## config.mk

```make
export PLATFORM = sky130hd
export DESIGN_NAME = triumph_if_stage
export DESIGN_NICKNAME = d
export VERILOG_FILES = /design/src/rtl/triumph_if_stage.sv
export SDC_FILE = /design/constraint.sdc
export NUM_CORES = 1
export LEC_CHECK = 0
export ABC_AREA = 1
export ABC_CLOCK_PERIOD_IN_PS = 11400
export CAP_MARGIN = 20
export CORE_ASPECT_RATIO = 1.5
export CORE_MARGIN = 1
export CORE_UTILIZATION = 58
export DETAILED_ROUTE_END_ITERATION = 8
export GPL_TIMING_DRIVEN = 1
export PLACE_DENSITY = 0.87
export SYNTH_ARGS = -nofsm -noshare
export SYNTH_HDL_FRONTEND = slang
export SYNTH_SLANG_ARGS = --single-unit
```

## constraint.sdc

```tcl
create_clock -name clk_i -period 11.4 [get_ports clk_i]
set_clock_uncertainty 0.2 [all_clocks]
set_input_delay 1.71 -clock clk_i [delete_from_list [all_inputs] [get_ports clk_i]]
set_output_delay 1.71 -clock clk_i [all_outputs]
set_load 0.01 [all_outputs]
```

## src/rtl/triumph_if_stage.sv

```systemverilog
// Instruction-fetch stage: walks the fetch PC, fetches words from the icache over
// req/gnt/rvalid, buffers {pc, word} in a small FIFO and hands them to decode.
module triumph_if_stage #(
    parameter logic [31:0] BOOT_ADDR  = 32'h0000_0000,
    parameter int          FIFO_DEPTH = 2
) (
    input  logic        clk_i,
    input  logic        rstn_i,
    input  logic        fetch_en_i,
    input  logic        branch_valid_i,
    input  logic [31:0] branch_target_i,
    input  logic        id_ready_i,
    output logic        instr_valid_o,
    output logic [31:0] instr_data_o,
    output logic [31:0] instr_pc_o,
    output logic        icache_req_o,
    output logic [31:0] icache_addr_o,
    input  logic        icache_gnt_i,
    input  logic        icache_rvalid_i,
    input  logic [31:0] icache_rdata_i
);

    localparam int PTR_W = $clog2(FIFO_DEPTH);
    localparam logic [PTR_W:0]   CNT_ONE = (PTR_W + 1)'(1);
    localparam logic [PTR_W:0]   DEPTH_C = (PTR_W + 1)'(FIFO_DEPTH);
    localparam logic [PTR_W-1:0] PTR_ONE = PTR_W'(1);

    typedef enum logic [1:0] {
        S_IDLE,
        S_REQ,
        S_WAIT,
        S_FLUSH_WAIT
    } state_t;

    state_t           state_q, state_d;
    logic [31:0]      fetch_pc_q, fetch_pc_d;
    logic [31:0]      req_addr_q;

    logic [31:0]      fifo_data_q [FIFO_DEPTH];
    logic [31:0]      fifo_pc_q   [FIFO_DEPTH];
    logic [PTR_W-1:0] rd_ptr_q, rd_ptr_d;
    logic [PTR_W-1:0] wr_ptr_q;
    logic [PTR_W:0]   count_q, count_after_pop, count_d;
    logic [31:0]      out_data_q, out_pc_q;
    logic [31:0]      head_data_d, head_pc_d;

    logic             push, pop, can_fetch;
    logic [31:0]      redirect_pc;

    assign redirect_pc = branch_target_i & 32'hFFFF_FFFC;

    // A redirect voids both the incoming word and decode's pop in the same cycle.
    assign push = (state_q == S_WAIT) && icache_rvalid_i && !branch_valid_i;
    assign pop  = (count_q != '0) && id_ready_i && !branch_valid_i;

    assign count_after_pop = pop ? (count_q - CNT_ONE) : count_q;
    assign count_d         = push ? (count_after_pop + CNT_ONE) : count_after_pop;
    assign rd_ptr_d        = pop ? (rd_ptr_q + PTR_ONE) : rd_ptr_q;

    // Every new request is issued with nothing outstanding, so the FIFO level
    // after this cycle's push/pop is the whole occupancy the request must fit in.
    assign can_fetch = fetch_en_i && (count_d < DEPTH_C);

    // NOTE: always_comb assigns every output a default first so no path can infer a latch.
    always_comb begin
        state_d    = state_q;
        fetch_pc_d = fetch_pc_q;
        unique case (state_q)
            S_IDLE: begin
                if (!branch_valid_i && can_fetch) begin
                    state_d = S_REQ;
                end
            end
            S_REQ: begin
                if (icache_gnt_i) begin
                    state_d    = branch_valid_i ? S_FLUSH_WAIT : S_WAIT;
                    fetch_pc_d = fetch_pc_q + 32'd4;
                end else if (branch_valid_i) begin
                    state_d = S_IDLE;
                end
            end
            S_WAIT: begin
                if (icache_rvalid_i) begin
                    state_d = (!branch_valid_i && can_fetch) ? S_REQ : S_IDLE;
                end else if (branch_valid_i) begin
                    state_d = S_FLUSH_WAIT;
                end
            end
            S_FLUSH_WAIT: begin
                // The stale response ends the transaction even if another
                // redirect lands on it; waiting on would never see a second rvalid.
                if (icache_rvalid_i) begin
                    state_d = S_IDLE;
                end
            end
            default: state_d = S_IDLE;
        endcase
        if (branch_valid_i) begin
            fetch_pc_d = redirect_pc;
        end
    end

    // Next value of the registered FIFO head; holds the last word when draining empty.
    always_comb begin
        head_data_d = out_data_q;
        head_pc_d   = out_pc_q;
        if (!branch_valid_i && (count_d != '0)) begin
            if (count_after_pop == '0) begin
                head_data_d = icache_rdata_i;
                head_pc_d   = req_addr_q;
            end else begin
                head_data_d = fifo_data_q[rd_ptr_d];
                head_pc_d   = fifo_pc_q[rd_ptr_d];
            end
        end
    end

    // NOTE: sequential state uses non-blocking assignments so every register samples pre-edge values.
    always_ff @(posedge clk_i or negedge rstn_i) begin
        if (!rstn_i) begin
            state_q    <= S_IDLE;
            fetch_pc_q <= BOOT_ADDR;
            req_addr_q <= BOOT_ADDR;
        end else begin
            state_q    <= state_d;
            fetch_pc_q <= fetch_pc_d;
            if ((state_q == S_REQ) && icache_gnt_i) begin
                req_addr_q <= fetch_pc_q;
            end
        end
    end

    always_ff @(posedge clk_i or negedge rstn_i) begin
        if (!rstn_i) begin
            rd_ptr_q   <= '0;
            wr_ptr_q   <= '0;
            count_q    <= '0;
            out_data_q <= '0;
            out_pc_q   <= '0;
        end else if (branch_valid_i) begin
            rd_ptr_q <= '0;
            wr_ptr_q <= '0;
            count_q  <= '0;
        end else begin
            rd_ptr_q   <= rd_ptr_d;
            wr_ptr_q   <= push ? (wr_ptr_q + PTR_ONE) : wr_ptr_q;
            count_q    <= count_d;
            out_data_q <= head_data_d;
            out_pc_q   <= head_pc_d;
        end
    end

    // NOTE: buffer storage has no reset; count/pointers guard every read of a stale slot.
    always_ff @(posedge clk_i) begin
        if (push) begin
            fifo_data_q[wr_ptr_q] <= icache_rdata_i;
            fifo_pc_q[wr_ptr_q]   <= req_addr_q;
        end
    end

    assign instr_valid_o = (count_q != '0);
    assign instr_data_o  = out_data_q;
    assign instr_pc_o    = out_pc_q;
    assign icache_req_o  = (state_q == S_REQ);
    assign icache_addr_o = fetch_pc_q;

endmodule

```

==> Word-level counts from Yosys, hierarchy flattened <==
Memories as Yosys holds them, arrays and structs flattened.
Cells that the tools add are included.
Widths: inputs -> output; s select.
{ "totals": {"ff_bits": 134, "ramBits": 128, "in_bits": 71, "out_inout_bits": 98, "wordCells": 66, "mem_count": 2} }
{ "mem_list": {"columns": ["name", "words", "width", "read_ports", "rd_ports_with_merged_regs", "write_ports", "line_no", "text"], "rows": [
  ["fifo_data_q", 2, 32, 1, 0, 1, "39", "logic [31:0] fifo_data_q [FIFO_DEPTH];"],
  ["fifo_pc_q", 2, 32, 1, 0, 1, "40", "logic [31:0] fifo_pc_q [FIFO_DEPTH];"]
]} }
{ "op_classes": {"addsub": 5, "magnitude_cmp": 1, "n_eq_ne": 7, "mux": 23, "bitwise": 1, "n_reduce_logical": 19} }
{ "op_table": {"columns": ["cell", "n"], "rows": [
  ["$mux 32", 5],
  ["$add 32x3->32 const B", 1],
  ["$mux 2", 9],
  ["$reduce_bool 2->1", 5],
  ["$logic_and 1x1->1", 8],
  ["$mux 1", 8],
  ["$pmux 2 s4", 1],
  ["$eq 2x2->1 const B", 2],
  ["$logic_not 2->1", 2],
  ["$ne 2x2->1 const B", 2],
  ["$reduce_and 2->1", 2],
  ["$reduce_and 4->1", 1],
  ["$ne 3x2->1 const B", 1],
  ["$ne 3x3->1 const B", 1],
  ["$add 1x1->1 const B", 2],
  ["$add 2x1->2 const B", 1],
  ["$eq 2x1->1 const B", 1],
  ["$lt 2x2->1 const B", 1],
  ["$sub 2x1->2 const B", 1],
  ["$logic_not 1->1", 1],
  ["$not 1->1", 1]
]} }

==> Longest topological paths before layout <==
Gate-level depths: netlist of run 1.
{ "logic_depth": {"ltp_word": 12, "mapped_depth": 14, "mapped_depth_nobuf": 13} }

==> Worst setup path after synthesis of run 1 <==
OpenSTA, ideal clock, no wires.
{ "synth_timing": {"path_kind": "input port to flip-flop", "from": "in branch_valid_i", "to": "mem fifo_data_q[1][0] (enable)", "setup_time_ns": 0.558, "arrival_time_ns": 6.473, "t_required_ns": 10.642, "slack_ns": 4.169, "stages": 5, "n_path_buf": 2, "path_cell_list": "buf_6 -> inv_1 -> buf_2 -> nand2_1 -> nor3_1"} }
{ "synth_via": {"elab_chain_cells": 4} }
{ "synth_lines": {"columns": ["element", "line_no", "text"], "rows": [
  ["from (decl)", "10", "input logic branch_valid_i,"],
  ["$logic_not 1->1", "53", "assign push = (state_q == S_WAIT) && icache_rvalid_i && !branch_valid_i;"],
  ["$logic_and 1x1->1", "53", null],
  ["$mux 1", "155", "if (push) begin"],
  ["$mux 1 (not written as such)", "156", "fifo_data_q[wr_ptr_q] <= icache_rdata_i;"],
  ["to (decl)", "39", null]
]} }
Every way passes these cells.

==> Worst setup path after layout of run 1 <==
{ "layout_timing": {"from": "in branch_valid_i", "to": "reg out_data_q[7] (netlist: instr_data_o[7])"} }
{ "layout_via": {"elab_chain_cells": 8, "word_cells_on_any_way": 14, "cone_classes": "add/sub (1); mux (4); bitwise (1); reduce/logical (7); memory (1)"} }
{ "layout_lines": {"columns": ["element", "line_no", "text"], "rows": [
  ["$logic_not 1->1", "53, 54, 107", null],
  ["$logic_and 1x1->1", "54", "assign pop = (count_q != '0) && id_ready_i && !branch_valid_i;"],
  ["$mux 2", "56", "assign count_after_pop = pop ? (count_q - CNT_ONE) : count_q;"],
  ["$add 2x1->2", "57", "assign count_d = push ? (count_after_pop + CNT_ONE) : count_after_pop;"],
  ["$mux 2", "57", null],
  ["$reduce_bool 2->1", "107", "if (!branch_valid_i && (count_d != '0)) begin"],
  ["$logic_and 1x1->1", "107", null],
  ["$reduce_and 2->1 (no line)", null, null],
  ["to (signal assigned)", "148", "out_data_q <= head_data_d;"],
  ["to (decl)", "44", "logic [31:0] out_data_q, out_pc_q;"]
]} }
Several ways; a longest one is shown, not always the timed one.
A chain may end at the register's enable or synchronous reset.

==> impl_metrics.py, run 1 <==
metrics = {
    "place": {
        "place_inst": 1537,
        "pre_cts_ws_ns": 6.11,
        "port_buffers": 162,
        "dpl.hpwl_um": 16800,
        "gp_congestion": 0.860,
    },
    "pwr": {
        "cellPowerDensity_mw_per_mm2": 226,
        "p_total_w": 0.00307,
        "ir_drop_mv": 0.142,
        "p_leak_nw": 5.77,
    },
    "layout": {
        "syn_to_final_growth_pct": 22.2,
        "mostFrequentLayoutCell": "nand2_1",
        "layout.nets": 1386,
        "n_antenna_cell": 0,
        "final_core_util": 0.730,
        "final_cell_mix": "416 x nand2_1, 161 x clkdlybuf4s50_1, 128 x dfrtp_1, 124 x edfxtp_1, 103 x nor2_1",
        "drive_gt1_frac": 0.0512,
        "fin_cells": 1580,
    },
    "grt": {
        "grt_pass1_vias": 8518,
        "grt_first_pass_wirelength_um": 41800,
        "grt_overflow": 0,
        "grt_max_degree": 77,
        "track_usage": 0.271,
        "antenna_found_initial": 0,
    },
    "routing": {
        "via_per_inst": 5.52,
        "vias": 8723,
        "drt_iter0_markers": 636,
        "drc": 0,
        "drtAntennaViolNets": 0,
        "drt_pass1_iterations": 6,
        "wl_um": 25900,
        "drt-wirelength-per-cell_um": 16.4,
    },
    "setup_path": {
        "cp-startpoint": "branch_valid_i",
        "endpoint_kind": "register",
        "crit_fanout": 62,
        "cp.arrival_ns": 4.94,
        "r2r_start": "count_q[0]$_DFF_PN0_",
        "critPathKind": "in -> reg",
        "cp.required_ns": 11.58,
        "cp-start-kind": "input port",
    },
    "die": {
        "core_mm2": 0.0186,
        "start_util": 0.597,
        "placementRows": 61,
        "dieWidth_um": 115,
        "ios": 169,
        "die_area_mm2": 0.0197,
        "die_h_um": 172,
    },
    "timing": {
        "slew_headroom": 0.358,
        "setup_ws_ns": 6.64,
        "period_needed_ns": 4.76,
        "grt_setup_unrepaired": "false",
        "finalHoldViolations": 0,
        "fin_tns_setup_ns": 0,
        "worst-slew-pin-transition_ns": 0.962,
        "max_freq_mhz": 210,
        "finalSetupViolations": 0,
        "period_share": 0.418,
        "slew_viol_final": 0,
    },
    "job": {
        "cap_violations": 0,
    },
    "synthesis": {
        "synth_warnings": 0,
        "syn-cell-area_mm2": 0.0111,
        "ys_seq_area_frac": 0.623,
        "syn_inst": 1173,
        "synth.distinct_cells": 32,
        "synth.avg_cell_area_um2": 9.48,
        "synth-seq-cells": 252,
    },
    "cts": {
        "cts_resized": 0,
        "cts_tree": "yes",
        "clock_path_buffers": 3,
        "cts_root_buffer": "clkbuf_16",
        "insertion_delay_ns": 0.50,
        "clock_sinks": 252,
        "holdBufCountCts": 0,
        "h-tree-depth": 1,
        "cts_inserted_buffers": 23,
        "clkTransAtPathRegs_ns": 0.06,
        "post_cts_buffers": 0,
    },
    "worst_hold_path": {
        "hold_start": "instr_pc_o[29]$_DFFE_PN0P_",
        "hold_class": "reg -> reg",
    },
    "run_status": {
        "outcome": "complete, no violations",
    },
}
[path summary, 6_finish.rpt]
| path | to | slack (ns) | cells past startpoint |
|---|---|---|---|
| min in group asynchronous | instr_data_o[3]$_DFFE_PN0P_ | 1.03 | 1 |
| hold / removal | instr_pc_o[29]$_DFFE_PN0P_ | 0.30 | 2 |
| setup / recovery | instr_data_o[7]$_DFFE_PN0P_ | 6.64 | 9 |
| hold reg to reg | instr_pc_o[29]$_DFFE_PN0P_ | 0.30 | 2 |
| max in group asynchronous | instr_data_o[8]$_DFFE_PN0P_ | 8.82 | 3 |
| setup reg to reg | instr_data_o[18]$_DFFE_PN0P_ | 8.05 | 13 |
[per-layer routing]
layer  up-vias  global-route usage  share of wire
met4         0               0.121          0.041
met3        75              0.0324          0.054
li1       4174                   -              -
met5         -                   0              0
met1      4148               0.332           0.40
met2       326               0.479           0.51
[state kept, by name, summed over array words and instances (netlist names)]
signal	flops
fifo_data_q	64
fifo_pc_q	60
instr_data_o	32
icache_addr_o	30
instr_pc_o	30
req_addr_q	30
count_q	2
state_q	2
rd_ptr_q	1
wr_ptr_q	1
[through the flow]
stage	cell area [µm²]	hold slack, ns
2_1_floorplan	11100	0.259
3_3_place_gp	12800	0.276
3_5_place_dp	12800	0.289
4_1_cts	13500	0.307
5_1_grt	13600	0.323
6_report	13600	0.304
[kinds of logic (layout without fill, tap and decap cells)]
kind of cell               count (synthesis)  count (layout)  share of synthesized area
AOI/OAI and AO/OA                        122             122                     0.0649
xor gates and xnor gates                  16              16                     0.0126
adders and majority gates                  3               3                    0.00338
buffers and inverters                    126             278                     0.0541
DFF                                      252             252                      0.623
other                                      1               4                   0.000337
and+or+nand+nor                          653             653                      0.242
[cell type report]
| type | count | area, µm² |
|---|---|---|
| inverter | 64 | 241 |
| fill | 1375 | 5030 |
| multi-input combinational | 798 | 3610 |
| tap | 252 | 315 |
| sequential | 252 | 6930 |
| clock buffer | 30 | 622 |
| timing repair buffer | 173 | 1730 |
| clock inverter | 11 | 138 |
[power breakdown]
part	total [W]	switching [W]	leakage (nW)	internal, W
sequential	0.00132	0.000153	2.73	0.00117
combinational	0.000967	0.000540	2.67	0.000427
clock	0.000779	0.000325	0.368	0.000454
total	0.00307	0.00102	5.77	0.00205
[critical path, cell delays in order]
cell	delay (ns)
clkdlybuf4s50_1	0.46
buf_4	0.36
inv_1	0.38
nand2_2	0.25
o21a_2	0.78
buf_4	0.41
nand2_8	0.30
nand2_1	0.16
nand2_1	0.08
[cells in the mapped netlist]
cell	count	area share
nand2_1	416	0.14
dfrtp_1	128	0.29
edfxtp_1	124	0.33
nor2_1	104	0.035
nand3_1	100	0.045
a31oi_1	62	0.035
inv_1	59	0.020
o21ai_0	40	0.018
buf_2	22	0.0099
clkbuf_1	20	0.0068
xor2_1	16	0.013
nand4_1	11	0.0062
buf_4	10	0.0068
buf_6	8	0.0081
nor3_1	8	0.0036
a21oi_1	7	0.0032
nand2_2	7	0.0039
o211ai_1	7	0.0047
inv_2	5	0.0017
ha_1	3	0.0034
nor2_4	3	0.0030
o21bai_1	2	0.0014
o221ai_1	2	0.0016
buf_1	1	0.00034
clkbuf_4	1	0.00068
conb_1	1	0.00034
nand2_4	1	0.0010
nand2_8	1	0.0018
nand2b_1	1	0.00056
nand3_2	1	0.00090
o21a_1	1	0.00068
o22ai_1	1	0.00056
No activity file was read; power rests on OpenSTA's default activity.
==> inputs of run 2 (changes only) <==
ABC_CLOCK_PERIOD_IN_PS = 4580   (was 11400)
CORE_UTILIZATION = 54   (was 58)
PLACE_DENSITY = 0.82   (was 0.87)
clock period = 4.58 ns   (was 11.4 ns; I/O delays follow)
==> impl_metrics.py, run 2 (synthesis results as in run 1) <==
metrics = {
    "timing": {
        "finalSetupViolations": 0,
        "slew_headroom": 0.368,
        "worst-slew-pin-transition_ns": 0.948,
        "finalHoldViolations": 0,
        "slew_viol_final": 0,
        "period_needed_ns": 3.14,
        "max_freq_mhz": 319,
        "grt_setup_unrepaired": "false",
        "period_share": 0.685,
        "setup_ws_ns": 1.44,
        "fin_tns_setup_ns": 0,
    },
    "cts": {
        "cts_inserted_buffers": 24,
        "holdBufCountCts": 0,
        "cts_root_buffer": "clkbuf_16",
        "clkTransAtPathRegs_ns": 0.06,
        "h-tree-depth": 1,
        "cts_tree": "yes",
        "clock_sinks": 252,
        "insertion_delay_ns": 0.52,
        "post_cts_buffers": 0,
        "cts_resized": 0,
        "clock_path_buffers": 3,
    },
    "routing": {
        "drt_iter0_markers": 624,
        "drc": 0,
        "drt_pass1_iterations": 5,
        "via_per_inst": 5.40,
        "vias": 8611,
        "wl_um": 25800,
        "drt-wirelength-per-cell_um": 16.2,
        "drtAntennaViolNets": 0,
    },
    "setup_path": {
        "critPathKind": "in -> reg",
        "path_cells": "clkdlybuf4s50_1, nor2_4, nand2_2, xor2_1, inv_1, ha_1, nand3_1, nand2_2, nand2_4, nand2_8, nand2_1, nand2_1",
        "cp-start-kind": "input port",
        "timing.critical_path.buf_inv": 2,
        "path_delay_family": "simple AND/OR/NAND/NOR gates",
        "path_depth": 12,
        "regToRegSetupSlack_ns": 1.49,
        "r2r_cells": 13,
        "endpoint_kind": "register",
        "cp-startpoint": "branch_valid_i",
        "cpPeakStageDelay_ns": 0.50,
        "crit_fanout": 62,
        "r2r_start": "count_q[0]$_DFF_PN0_",
        "crit_slowest_cell": "clkdlybuf4s50_1",
        "cp.required_ns": 4.78,
        "cp.arrival_ns": 3.34,
        "rr_endpoint": "instr_pc_o[13]$_DFFE_PN0P_",
        "cp-endpoint": "instr_pc_o[13]$_DFFE_PN0P_",
    },
    "pwr": {
        "p_total_w": 0.00773,
        "p_leak_nw": 5.83,
        "cellPowerDensity_mw_per_mm2": 565,
        "ir_drop_mv": 0.281,
    },
    "grt": {
        "grt_pass1_vias": 8590,
        "grt_max_degree": 103,
        "antenna_found_initial": 0,
        "grt_overflow": 0,
        "grt_first_pass_wirelength_um": 42200,
        "track_usage": 0.252,
    },
    "die": {
        "ios": 169,
        "start_util": 0.558,
        "die_h_um": 178,
        "core_mm2": 0.0199,
        "placementRows": 63,
        "dieWidth_um": 119,
        "die_area_mm2": 0.0212,
    },
    "place": {
        "port_buffers": 162,
        "pre_cts_ws_ns": 0.931,
        "place_inst": 1551,
        "gp_congestion": 0.911,
        "dpl.hpwl_um": 17000,
    },
    "layout": {
        "layout.nets": 1391,
        "top_register": "fifo_data_q",
        "syn_to_final_growth_pct": 23.2,
        "final_core_util": 0.687,
        "mostFrequentLayoutCell": "nand2_1",
        "largest_register_ffs": 64,
        "drive_gt1_frac": 0.0569,
        "final_cell_mix": "416 x nand2_1, 161 x clkdlybuf4s50_1, 128 x dfrtp_1, 124 x edfxtp_1, 103 x nor2_1",
        "n_fill_cell": 1483,
        "fin_cells": 1595,
        "n_antenna_cell": 0,
    },
    "job": {
        "cap_violations": 0,
    },
    "run_status": {
        "outcome": "complete, no violations",
    },
    "worst_hold_path": {
        "hold_class": "in -> async",
    },
}
==> run 2: cell types whose count changed in the layout (fill, tap and decap cells not counted), sizes merged <==
| cell | before | now |
|---|---|---|
| inv | 63 | 64 |
| clkinvlp | 2 | 0 |
| clkinv | 7 | 8 |
| buf | 12 | 16 |
| clkbuf | 30 | 34 |
| bufinv | 3 | 2 |
==> run 2: power by group <==
| part | switching (W) | leakage [nW] | internal, W |
|---|---|---|---|
| logic | 0.00133 | 2.69 | 0.00108 |
| registers | 0.000387 | 2.73 | 0.00291 |
| clock network | 0.000821 | 0.410 | 0.00121 |
==> run 2: routing by layer <==
metal	track usage	wire, µm	vias to the layer above	share of wire
li1	-	-	4182	-
met1	0.302	10100	4065	0.39
met2	0.451	13400	303	0.52
met3	0.0305	1280	61	0.050
met4	0.116	1020	0	0.039
met5	0	0	-	0
==> run 2: worst min path at each step <==
stage	startpoint	to	cells past startpoint
detailed placement	req_addr_q[18]$_DFFE_PN0P_	fifo_pc_q[1][18]$_DFFE_PP_	0
global route	rstn_i	icache_addr_o[7]$_DFFE_PN0P_	1
global placement	req_addr_q[8]$_DFFE_PN0P_	fifo_pc_q[1][8]$_DFFE_PP_	0
CTS	rstn_i	instr_pc_o[4]$_DFFE_PN0P_	1
finish	rstn_i	icache_addr_o[6]$_DFFE_PN0P_	1
floorplan	rstn_i	count_q[0]$_DFF_PN0_	0
==> run 2: through the flow <==
stage / hold WS (ns) / cell area, µm²
after global placement: 0.278 / 12900
after floorplan: 0.191 / 11100
after detailed placement: 0.289 / 12900
after CTS: 0.122 / 13700
after global routing: 0.171 / 13700
final: 0.0905 / 13700
==> run 2: cell type report <==
type                    instances  area [µm²]  share of cell area
well taps                     260         325              0.0237
clock inverters                10         105             0.00767
clock buffers                  34         719              0.0525
inverters                      64         241              0.0176
flip-flops and latches        252        6930               0.506
multi-input cells             798        3620               0.264
repair buffers                177        1760               0.129
==> run 2: worst reg2reg max path, cell delays in order (launching register included) <==
cell,delay (ns)
dfrtp_1,0.36
inv_1,0.10
ha_1,0.26
nor2_4,0.06
nand2_2,0.08
xor2_1,0.28
inv_1,0.08
ha_1,0.30
nand3_1,0.14
nand2_2,0.09
nand2_4,0.39
nand2_8,0.35
nand2_1,0.22
nand2_1,0.08
